### src/rtl/debounce_pkg.sv
// debounce_pkg: shared FSM state encoding and default timing constants for button debouncers
package debounce_pkg;
    typedef enum logic [1:0] {
        LOW       = 2'd0,
        WAIT_HIGH = 2'd1,
        HIGH      = 2'd2,
        WAIT_LOW  = 2'd3
    } state_t;
    localparam int DEF_STABLE_CYCLES = 50000;
    localparam int DEF_CNT_W = 16;
endpackage

### src/rtl/pb_debouncer_sync2.sv
// sync2: two-flop synchroniser with asynchronous active-low reset to 0
module sync2 (
    input  logic clk,
    input  logic rst,
    input  logic d,
    output logic q
);
    logic s1;
    // shift the asynchronous input through two flops to settle metastability
    always_ff @(posedge clk or negedge rst) begin
        if (!rst) begin
            s1 <= 1'b0;
            q  <= 1'b0;
        end else begin
            s1 <= d;
            q  <= s1;
        end
    end
endmodule

### src/rtl/pb_debouncer.sv
// pb_debouncer: synchronise and debounce a push button; define PB_INVERT_EN for active-low buttons
module pb_debouncer
    import debounce_pkg::*;
#(
    parameter int STABLE_CYCLES = DEF_STABLE_CYCLES,
    parameter int CNT_W = DEF_CNT_W
) (
    input  logic clk,
    input  logic rst,
    input  logic pb_raw,
    output logic pb_db,
    output logic pb_busy
);
    localparam logic [CNT_W-1:0] LAST = CNT_W'(STABLE_CYCLES - 1);
    logic pb_in;
    logic s2;
    state_t state, state_nx;
    logic [CNT_W-1:0] cnt, cnt_nx;
`ifdef PB_INVERT_EN
    assign pb_in = ~pb_raw;
`else
    assign pb_in = pb_raw;
`endif
    sync2 u_sync (
        .clk(clk),
        .rst(rst),
        .d(pb_in),
        .q(s2)
    );
    // state and stability counter registers
    always_ff @(posedge clk or negedge rst) begin
        if (!rst) begin
            state <= LOW;
            cnt   <= '0;
        end else begin
            state <= state_nx;
            cnt   <= cnt_nx;
        end
    end
    // qualify a level change: count while the new level holds, abort on any opposite sample
    always_comb begin
        state_nx = state;
        cnt_nx   = '0;
        case (state)
            LOW:       state_nx = s2 ? WAIT_HIGH : LOW;
            WAIT_HIGH: begin
                if (!s2) state_nx = LOW;
                else if (cnt == LAST) state_nx = HIGH;
                else cnt_nx = cnt + 1'b1;
            end
            HIGH:      state_nx = s2 ? HIGH : WAIT_LOW;
            WAIT_LOW:  begin
                if (s2) state_nx = HIGH;
                else if (cnt == LAST) state_nx = LOW;
                else cnt_nx = cnt + 1'b1;
            end
            default:   state_nx = LOW;
        endcase
    end
    // outputs decode the registered state only, so an aborted wait never moves pb_db
    always_comb begin
        pb_db   = (state == HIGH) || (state == WAIT_LOW);
        pb_busy = (state == WAIT_HIGH) || (state == WAIT_LOW);
    end
endmodule

### config.mk
export PLATFORM = sky130hd
export DESIGN_NAME = pb_debouncer
export DESIGN_NICKNAME = d
export VERILOG_FILES = /design/src/rtl/debounce_pkg.sv /design/src/rtl/pb_debouncer_sync2.sv /design/src/rtl/pb_debouncer.sv
export SDC_FILE = /design/constraint.sdc
export NUM_CORES = 1
export LEC_CHECK = 0
export ABC_CLOCK_PERIOD_IN_PS = 5260
export CORE_MARGIN = 2
export CORE_UTILIZATION = 58
export DETAILED_ROUTE_END_ITERATION = 12
export PLACE_DENSITY = 0.78
export SYNTH_ARGS = -nofsm -noshare
export SYNTH_HDL_FRONTEND = slang
export SYNTH_SLANG_ARGS = --single-unit
export TNS_END_PERCENT = 10
### constraint.sdc
create_clock -name clk -period 5.26 [get_ports clk]
set_input_delay 0.789 -clock clk [delete_from_list [all_inputs] [get_ports clk]]
set_output_delay 0.789 -clock clk [all_outputs]
set_load 0.1 [all_outputs]
=== Yosys cells after proc, flatten, opt, wreduce, memory -nomap -nowiden ===
Index checks and enable logic that the tools add are counted.

* Input bits: 3
* Register bits: 20
* Word-level logic and storage cells: 26
* Output and inout bits: 2

* Multiplexer cells: 11
* Add/subtract/negate cells: 1
* Equal/unequal tests: 6
* Reductions and logical operators: 4

{| class="wikitable"
|+ Operators with widths
! operator !! count
|-
| 16-bit two-way mux || 3
|-
| 16-bit one-hot mux with 2 select lines || 1
|-
| 16-bit by 1-bit adder with 16-bit output (second input constant) || 1
|-
| 16-bit == test (second input constant) || 1
|-
| 2-bit two-way mux || 4
|-
| 2-bit one-hot mux with 4 select lines || 1
|-
| 2-bit == test (second input constant) || 2
|-
| 3-bit by 2-bit != test with 1-bit output (second input constant) || 1
|-
| 3-bit != test (second input constant) || 1
|-
| 2-bit by 1-bit == test with 1-bit output (second input constant) || 1
|-
| 2-bit logical NOT || 1
|-
| 1-bit logical OR || 2
|-
| 1-bit two-way mux || 2
|-
| 2-bit AND reduction || 1
|}

=== Longest topological paths before layout ===
* Depth in word-level cells: 4
* Mapped depth: 7
* Mapped depth without buffers: 5

=== Hierarchy ===
From an unflattened synthesis, not the netlist that was laid out.

* Cells, all modules: 89
* Area total of the unflattened synthesis: 947.2 µm²

{| class="wikitable"
|+ Modules (own cells, without submodules)
! module !! seq. area each (µm²) !! times used !! cells each !! area an instance (µm²)
|-
| pb_debouncer || 450.4 || 1 || 87 || 897.1
|-
| sync2 || 50.0 || 1 || 2 || 50.0
|}

=== Least setup slack after synthesis ===
No wires, ideal clock.

* Path kind: register to output
* Start: reg (tool-made name)
* End: out pb_db
* Data required time: 4,471 ps
* Buffers on the path: 1
* Cell stages (with the launch flop): 2
* Arrival time: 1,201 ps
* Setup slack: 3,270 ps
* Path through: dfrtp_1 -> clkbuf_1

{| class="wikitable"
|+ RTL lines
! item !! RTL line !! source
|-
| end, declared || pb_debouncer.sv:11 || <nowiki>output logic pb_db,</nowiki>
|}

==> impl_metrics.yaml <==
run_status:
  outcome: "finished clean"
logic_synthesis:
  yosysWarnings: 0
  syn_area_um2: 935
  synth_top_family_by_area: "simple AND/OR/NAND/NOR gates"
  netlist.top_cell.by_area: "dfrtp_1"
  syn-num-nets: 96
  synth_fa_ha_area_frac: 0.0134
  synth_compound_area_frac: 0
  synth-simple-area-share: 0.258
  yosysUniqueCellTypes: 20
  synth_edf_count: 0
  synth_top_area_share: 0.535
  synth_ff_type: "dfrtp_1"
  synth_commonest_cells: "dfrtp_1, nor2_1, xnor2_1"
  avgSynthCellArea_um2: 10.2
  seq_area_frac_synth: 0.535
  yosys-top-cells-area: "dfrtp_1, xnor2_1, nor2_1, nand3_1, xor2_1"
  synthMuxAreaShare: 0.0120
  synth-xor-area-share: 0.141
  synth.most_common_cell: "dfrtp_1"
  synthCells: 92
  synthArstFlopShare: 1.00
  synth_seq_cells: 20
setup_path:
  critPathTopFamily: "buffers and inverters"
  required_ns: 4.47
  cp_data_arrival_time_ns: 1.83
  cp-end-kind: "output pin"
  slowest_delay_ns: 1.14
  cp_slowest_cell: "clkdlybuf4s50_1"
  critPathKind: "reg2out"
  crit_path_cell_trace: "clkdlybuf4s50_1"
  cp_max_fo: 3
  path_buf_inv: 1
  startpoint_type: "flip-flop"
cells_and_area:
  postLayoutCoreUtil: 0.678
  drive_gt1_frac: 0.0521
  diodes: 0
  area_growth_pct: 9.24
  nets: 101
  finalInstanceArea_um2: 1020
sta:
  fin_crit_ns: 2.62
  fin_crit_sh: 0.498
  worstMarginPinSlew_ns: 0.958
  final-setup-viol-count: 0
  drv_slew: 0
  max_freq_mhz: 382
  finalHoldViolations: 0
  rsz0062_at_grt: "false"
  worst_hold_slack_ns: 0.358
  fin_tns_setup_ns: 0
  fin_skew_ns: 0.00933
  relSlewSlack: 0.360
clock_network:
  h-tree-depth: 1
  clkTransAtPathRegs_ns: 0.11
  clock_path_buffers: 2
  clockRootBuffer: "clkbuf_4"
  clock_latency_ns: 0.31
  cts_hold_buf: 0
  postCtsSetupRepairBufs: 0
  cts_tree: "yes"
  cts_made_buffers: 3
  cts-resized-gates: 0
  cts_sinks: 20
flow_run:
  drv_cap: 0
placed_design:
  place.detailed.hpwl_um: 1080
  port_buffers: 4
  gp_congestion: 0.775
  place_area_um2: 968
drt:
  firstDrtPassIters: 4
  viasPerCell: 5.54
  wl_um: 1560
  dr_total_vias: 621
  antenna_left: 0
  drcViolationCount: 0
  routedWlPerCell_um: 13.9
  drt_iter0_markers: 8
power_and_ir_drop:
  powerDensity_nw_per_um2: 287
  p_leak_nw: 0.387
  ir_worst_vdd_uv: 218
  finalPower_uw: 293
hold_path:
  hold_path.class: "reg2reg"
global_route:
  grt_max_degree: 21
  grt_pass1_wl_um: 2660
  antenna_found_initial: 0
  grt_pass1_vias: 594
  gr-usage-all-layers: 0.191
  overflow: 0
floorplanning:
  core_area_um2: 1510
  dieWidth_um: 44.1
  fp.dieH_um: 44.1
  initial_utilization: 0.620
  rows: 14
  io_pins: 5
  design.die.area_um2: 1950
## final timing paths
path | startpoint | endpoint | slack (ns) | depth (start not counted)
hold reg to reg | u_sync.s1$_DFF_PN0_ | u_sync.q$_DFF_PN0_ | 0.36 | 0
min in group asynchronous | rst | cnt[11]$_DFF_PN0_ | 0.96 | 1
setup / recovery | flip-flop | pb_db | 2.64 | 1
max in group asynchronous | rst | cnt[2]$_DFF_PN0_ | 3.77 | 1
hold / removal | u_sync.s1$_DFF_PN0_ | u_sync.q$_DFF_PN0_ | 0.36 | 0
setup reg to reg | cnt[4]$_DFF_PN0_ | cnt[3]$_DFF_PN0_ | 3.25 | 4
## where the power goes
part	internal, mW	leakage [nW]	switching [mW]
Combinational	0.00307	0.0871	0.00855
Sequential	0.156	0.271	0.00109
Clock	0.0771	0.0279	0.0478
Total	0.236	0.387	0.0574
## flip-flops by register name, summed over array words and instances, names as in the netlist, named ones only
register / flops
cnt: 16
state: 1
u_sync.q: 1
u_sync.s1: 1
## cell families (layout without fill, tap and decap cells)
group | count (synthesis) | in the layout
fa+ha+maj | 1 | 1
simple gates | 48 | 48
xor+xnor | 15 | 15
buf+inv | 7 | 11
mux | 1 | 1
flops | 20 | 20
## through the flow
| step | cells | setup WS (ns) |
|---|---|---|
| finish | 112 | 2.64 |
| global route | 112 | 2.57 |
| CTS | 112 | 2.63 |
| detailed placement | 108 | 2.97 |
| global placement | 108 | 2.99 |
| floorplan | 92 | 3.27 |
## placed cells by master (no fill, tap or decap), types with 3 or more instances in the layout
cell,n
dfrtp_1,20
nor2_1,19
xnor2_1,12
nand2_1,6
nand3_1,6
nor3_1,4
nor4_1,4
clkdlybuf4s50_1,4
xor2_1,3
nand4_1,3
inv_1,3
clkbuf_4,3
## layer usage
layer / wire length, um / share of wire / global-route usage / vias to the layer above
met5: 0 / 0 / 0 / -
met4: 23 / 0.015 / 0.0727 / 0
met3: 62 / 0.040 / 0.0245 / 2
met2: 737 / 0.47 / 0.315 / 15
met1: 732 / 0.47 / 0.258 / 291
li1: - / - / - / 313
## final cells by class
class | count | area, um2
Timing Repair Buffer | 4 | 40.0
Tap cell | 16 | 20.0
Multi-Input combinational cell | 65 | 397
Inverter | 3 | 11.3
Clock buffer | 3 | 22.5
Clock inverter | 1 | 30.0
Sequential cell | 20 | 500
Fill cell | 125 | 485
Power figures use the tool's default switching activity.
